===== config.mk =====
export PLATFORM = sky130hd
export DESIGN_NAME = vga_timing_gen
export DESIGN_NICKNAME = d
export VERILOG_FILES = /design/src/rtl/vga_timing_gen.sv
export SDC_FILE = /design/constraint.sdc
export NUM_CORES = 1
export LEC_CHECK = 0
export ABC_AREA = 1
export BUFFER_PORTS_ARGS = -buffer_cell sky130_fd_sc_hd__buf_2
export CORE_MARGIN = 2
export CORE_UTILIZATION = 55
export CTS_BUF_LIST = sky130_fd_sc_hd__clkbuf_8
export DETAILED_ROUTE_END_ITERATION = 8
export PLACE_DENSITY = 0.89
export SLEW_MARGIN = 20
export SYNTH_ARGS = -nofsm -noshare
export SYNTH_HDL_FRONTEND = slang
export SYNTH_SLANG_ARGS = --single-unit

===== constraint.sdc =====
create_clock -name clk -period 1.95 [get_ports clk]
set_input_delay 0.0975 -clock clk [delete_from_list [all_inputs] [get_ports clk]]
set_output_delay 0.0975 -clock clk [all_outputs]
set_load 0.02 [all_outputs]

===== src/rtl/vga_timing_gen.sv =====
// VGA-style raster timing generator: pixel/line counters, sync/active decode,
// optional PIPE-stage delay on the decoded timing, and a completed-frame count.
module vga_timing_gen #(
  parameter int H_ACTIVE = 640,
  parameter int H_FP     = 16,
  parameter int H_SYNC   = 96,
  parameter int H_BP     = 48,
  parameter int V_ACTIVE = 480,
  parameter int V_FP     = 10,
  parameter int V_SYNC   = 2,
  parameter int V_BP     = 29,
  parameter int HS_POL   = 0,
  parameter int VS_POL   = 0,
  parameter int PIPE     = 0,
  parameter int CW       = 12
) (
  input  logic          clk,
  input  logic          clr,
  input  logic          pix_en,
  output logic          hsync,
  output logic          vsync,
  output logic          de,
  output logic          yvalid,
  output logic [CW-1:0] x,
  output logic [CW-1:0] y,
  output logic          line_start,
  output logic          frame_start,
  output logic [15:0]   frame_cnt
);

  localparam int H_TOTAL = H_ACTIVE + H_FP + H_SYNC + H_BP;
  localparam int V_TOTAL = V_ACTIVE + V_FP + V_SYNC + V_BP;

  localparam logic HS_ON  = (HS_POL != 0);
  localparam logic VS_ON  = (VS_POL != 0);

  // Bad geometry must never elaborate into silently wrong timing.
  if (H_ACTIVE < 1 || H_FP < 1 || H_SYNC < 1 || H_BP < 1 ||
      V_ACTIVE < 1 || V_FP < 1 || V_SYNC < 1 || V_BP < 1) begin : g_bad_timing
    $error("vga_timing_gen: every timing parameter must be >= 1");
  end
  if (CW < 1 || CW > 30 || H_TOTAL >= (1 << CW) || V_TOTAL >= (1 << CW)) begin : g_bad_cw
    $error("vga_timing_gen: H_TOTAL and V_TOTAL must fit below 2**CW");
  end
  if (PIPE < 0 || PIPE > 7) begin : g_bad_pipe
    $error("vga_timing_gen: PIPE must be in 0..7");
  end

  typedef struct packed {
    logic hs;
    logic vs;
    logic de;
    logic yv;
    logic ls;
    logic fs;
  } tim_t;

  localparam tim_t TIM_IDLE = '{hs: ~HS_ON, vs: ~VS_ON, de: 1'b0, yv: 1'b0, ls: 1'b0, fs: 1'b0};

  logic [CW-1:0] hc, vc;
  logic          h_wrap, v_wrap;
  logic          h_act, h_sy, v_act, v_sy;
  tim_t          raw, tout;

  assign h_wrap = (hc == CW'(H_TOTAL - 1));
  assign v_wrap = (vc == CW'(V_TOTAL - 1));

  // Raster counters and frame count; everything advances only on a pixel tick.
  always_ff @(posedge clk or posedge clr) begin
    if (clr) begin
      hc        <= '0;
      vc        <= '0;
      frame_cnt <= '0;
    end else if (pix_en) begin
      hc <= h_wrap ? '0 : hc + 1'b1;
      if (h_wrap) begin
        vc <= v_wrap ? '0 : vc + 1'b1;
        if (v_wrap) frame_cnt <= frame_cnt + 16'd1;
      end
    end
  end

  assign h_act = (hc < CW'(H_ACTIVE));
  assign h_sy  = (hc >= CW'(H_ACTIVE + H_FP)) && (hc < CW'(H_ACTIVE + H_FP + H_SYNC));
  assign v_act = (vc < CW'(V_ACTIVE));
  assign v_sy  = (vc >= CW'(V_ACTIVE + V_FP)) && (vc < CW'(V_ACTIVE + V_FP + V_SYNC));

  assign raw.hs = h_sy ? HS_ON : ~HS_ON;
  assign raw.vs = v_sy ? VS_ON : ~VS_ON;
  assign raw.yv = v_act;
  assign raw.de = h_act & v_act;
  assign raw.ls = (hc == '0);
  assign raw.fs = (hc == '0) && (vc == '0);

  if (PIPE == 0) begin : g_nopipe
    assign tout = raw;
  end else begin : g_pipe
    tim_t tim_pipe [PIPE];

    // Delay line for the decoded timing so it can line up with a pixel fetch pipeline.
    always_ff @(posedge clk or posedge clr) begin
      if (clr) begin
        for (int i = 0; i < PIPE; i++) tim_pipe[i] <= TIM_IDLE;
      end else if (pix_en) begin
        tim_pipe[0] <= raw;
        for (int i = 1; i < PIPE; i++) tim_pipe[i] <= tim_pipe[i-1];
      end
    end

    assign tout = tim_pipe[PIPE-1];
  end

  // Addresses stay undelayed; strobes are gated to a single clk per pixel tick.
  assign x           = hc;
  assign y           = vc;
  assign hsync       = tout.hs;
  assign vsync       = tout.vs;
  assign de          = tout.de;
  assign yvalid      = tout.yv;
  assign line_start  = tout.ls & pix_en;
  assign frame_start = tout.fs & pix_en;

endmodule

# Word-level counts from Yosys, hierarchy flattened
# Cells that the tools add are included.
# totals
out_inout_bits	46
input_bits	3
word_cells	28
regBits	40
# classes
eq_ne	2
reduce_logical	7
muxes	4
n_addsub	3
n_lt_le_gt_ge	6
n_bitwise	3
# ops
operator	n
adder 12 x 1 -> 12 bit (second input constant)	2
equality test 12 x 10 -> 1 bit (second input constant)	2
logical NOT 12 bit	2
< comparator 12 x 10 -> 1 bit (second input constant)	2
< comparator 12 x 9 -> 1 bit (second input constant)	2
two-way mux 12 bit	2
adder 16 x 1 -> 16 bit (second input constant)	1
>= comparator 12 x 10 -> 1 bit (second input constant)	1
>= comparator 12 x 9 -> 1 bit (second input constant)	1
AND 1 bit	3
logical AND 1 bit	3
AND reduction 3 bit	1
two-way mux 1 bit	2
AND reduction 2 bit	1

# Logic depth before layout (Yosys ltp)
# logic_depth
ltp_word	3
ltp_mapped	10
depth_no_buf	9

# Worst setup path after synthesis
# No wires, ideal clock.
# synth_path
kind	register to output
from	register vc[10], in the netlist y[10]
to	output de
n_path_buf	0
arrival_ns	1.510
slack_ns	0.342
stages_incl_launch_ff	6
cell_sequence	dfrtp_1 inv_1 nand2_1 nor2_1 o21ai_0 nor4_1
# synth_between
elab_chain_cells	2
# synth_rtl
element	line_no	rtl
start, declared	60	logic [CW-1:0] hc, vc;
start signal, assigned	77	vc <= v_wrap ? '0 : vc + 1'b1;
< comparator 12 x 9 -> 1 bit	85	assign v_act = (vc < CW'(V_ACTIVE));
AND 1 bit	91	assign raw.de = h_act & v_act;
end, declared	22	output logic de,
# No other way between the ends.

# Final worst setup path
# layout_path
from	register vc[11], in the netlist y[11]
to	output de
# Same word-level chain as after synthesis.

==> impl_results.md <==
- Status: finished, final reports clean
- Num CTS Buffers: 5
- Setup Buffers After CTS: 0
- Slew Limit Fails: 0
- Largest family of logic cells by synthesized area: simple AND/OR/NAND/NOR gates
- Synthesized cell area: 2590 µm²
- Number of distinct library cells after synthesis: 25
- Synth Flop Type: dfrtp_1
- Unrepaired setup endpoints after global routing: no
- Most frequent cells in the layout: nand2_1 (143), buf_2 (48), inv_1 (41), nor2_1 (40), dfrtp_1 (40)
- Cts hold-fix bufs: 1
- Dpl cells: 465
- Worst reg2reg setup slack: 270 ps
- Mapped Avg Cell Area: 6.99 µm²
- Yosys Warn Count: 0
- Fmax: 552 MHz
- Hold EP: x[0]$_DFFE_PP0P_
- Min-delay worst type: in -> reg
- Detailed Route WL: 5.92 mm
- Final Hold Fails: 0
- Vias in the first global route: 2379
- Worst skew pair latency: 300 ps
- Fraction of registers with async set/reset: 1.00
- Max-slew headroom: 0.661
- Max incr delay on CP: 430 ps
- Synth Net Count: 379
- CP max stage cell: dfrtp_1
- Setup violations, final: 0
- Post-synthesis compound-gate area fraction: 0.0309
- Post-synthesis adder-cell area fraction: 0.0241
- RR Startpoint: y[1]$_DFFE_PP0P_
- Hold_ws: 121 ps
- Post-Synthesis Cells: 371
- Via density per instance: 5.36
- Worst-Margin Slew: 508 ps
- Hold Path Origin: pix_en
- Layout area overhead: 14.2%
- CP required: 1850 ps
- Hold depth: 2
- # diodes: 0
- Port buffer count: 48
- Final non-filler cell total: 474
- Initial Util: 0.584
- Initial antenna violation count: 0
- Worst Setup End Kind: output pin
- First-pass iteration count of the detailed router: 4
- Clock skew: 4.64 ps
- Die H: 72.7 µm
- Synth Area in XOR/XNOR: 0.0540
- Die area: 5280 µm²
- Seq/Total Area, Yosys: 0.386
- Max cap viols: 0
- Tot GR Track Use: 0.239
- Simple-Gate Fraction of Synth Area: 0.416
- Area of the multi-input gates: 1360 µm²
- WS Path Type: reg -> out
- Max VDD drop: 0.400 mV
- Worst setup SP type: flip-flop
- Fill count: 391
- Fraction of synthesized area in multiplexers: 0
- Reg clk slew, reported paths: 80 ps
- Register area: 1000 µm²
- CTS tree: yes
- Leak pwr: 1.61 nW
- CTS sink cnt: 40
- Period minus WS final: 1810 ps
- Bufs on Longest Clock Path: 2
- Core ar.: 4440 µm²
- Tcrit/Tclk final: 0.928
- Clk root buf: clkbuf_8
- Share of layout cells above drive strength 1: 0.173
- Global-route wire length before repair: 10.0 mm
- Pin count of the biggest net entering global routing: 41
- H-tree depth: 2
- Worst Path Max Fanout: 4
- Pwr Density: 826 nW/µm²
- Detailed Route Iter0 Violations: 185
- Post-synth EDFFs: 0
- Crit path DAT: 1710 ps
- Worst r2r path cells: 8
- TNS Setup: 0 ps
- Drt wl/cell: 12.5 µm
- Placement Rows: 24
- GP Congestion: 0.943
- Horiz. Die Dim: 72.7 µm
- Dpl hpwl: 4.37 mm
- CP Cell Sequence: inv_1 > nand2_1 > nor2_1 > o21ai_0 > nor4_1 > buf_2
- GRT overflow: 0
- I/O pins: 49
- RR Endpoint: frame_cnt[5]$_DFFE_PP0P_
- Post-CTS Resized: 0
- Yosys reg bits: 40
- Most common cell after layout, fill and taps aside: nand2_1
- Vias: 2543
- DRT antenna net count: 0
- NumNets Final: 429
- DRC: 0
## sequential cells by signal, indices dropped and copies added, names as in the netlist
register,flops
x,12
frame_cnt,16
y,12
## cell usage after synthesis, types with 2 or more instances
| library cell | count | share of area |
|---|---|---|
| inv_2 | 3 | 0.0043 |
| nor2_2 | 2 | 0.0048 |
| nor3_1 | 9 | 0.017 |
| buf_6 | 4 | 0.017 |
| nand3_1 | 23 | 0.044 |
| o21ai_0 | 15 | 0.029 |
| ha_1 | 5 | 0.024 |
| buf_2 | 2 | 0.0039 |
| buf_4 | 2 | 0.0058 |
| nand2_2 | 3 | 0.0072 |
| xnor2_1 | 5 | 0.017 |
| xor2_1 | 11 | 0.037 |
| nor2_4 | 4 | 0.017 |
| nand4_1 | 11 | 0.027 |
| nand2_1 | 143 | 0.21 |
| nor4_1 | 3 | 0.0072 |
| inv_1 | 40 | 0.058 |
| nor2_1 | 40 | 0.058 |
| dfrtp_1 | 40 | 0.39 |
## worst max-delay path, delay by kind of cell (launching register included)
kind                   cells  cell delay (ps)
AND/OR/NAND/NOR            3              450
flip-flops                 1              430
buffers and inverters      2              310
AO/OA/AOI/OAI              1              220
## cells by family (layout without fill, tap and decap cells)
| group | Yosys count | count (layout) |
|---|---|---|
| AND/OR/NAND/NOR | 243 | 243 |
| AO/OA/AOI/OAI | 16 | 16 |
| buffers and inverters | 51 | 102 |
| XOR/XNOR | 16 | 16 |
| flip-flops | 40 | 40 |
| adder cells (fa/ha/maj) | 5 | 5 |
## routing by layer
layer,part of all wire,global-route usage
met1,0.44,0.300
met2,0.49,0.404
met3,0.052,0.0456
met4,0.021,0.0967
met5,0,0
## through the flow
stage / utilization / worst slack, ps / power (mW) / cell area, µm²
2_1_floorplan: - / 342 / 1.59 / 2590
3_3_place_gp: 0.640 / 373 / 1.76 / 2850
3_5_place_dp: 0.640 / 289 / 1.78 / 2850
4_1_cts: 0.667 / 143 / 2.46 / 2960
5_1_grt: 0.667 / 1.01 / 2.59 / 2960
6_report: 0.667 / 140 / 2.45 / 2960
## worst max path at each step
stage,start,cells past startpoint,end,slack [ps]
2_1_floorplan,y[10]$_DFFE_PP0P_,5,de,340
3_3_place_gp,y[1]$_DFFE_PP0P_,8,frame_cnt[1]$_DFFE_PP0P_,370
3_5_place_dp,y[1]$_DFFE_PP0P_,8,frame_cnt[5]$_DFFE_PP0P_,290
4_1_cts,y[11]$_DFFE_PP0P_,6,de,140
5_1_grt,x[3]$_DFFE_PP0P_,6,frame_start,1
6_report,y[11]$_DFFE_PP0P_,6,de,140
## report_power, final
group,total [mW],switching (mW),internal (mW)
Clock,0.681,0.306,0.375
Sequential,1.08,0.150,0.934
Combinational,0.681,0.471,0.210
## area by class of cell
type	count	share of cell area
Timing Repair Buffer	51	0.0895
Multi-Input combinational cell	280	0.460
Tap cell	52	0.0220
Clock inverter	3	0.0131
Inverter	43	0.0545
Sequential cell	40	0.338
Clock buffer	5	0.0232
Power figures use the tool's default switching activity.
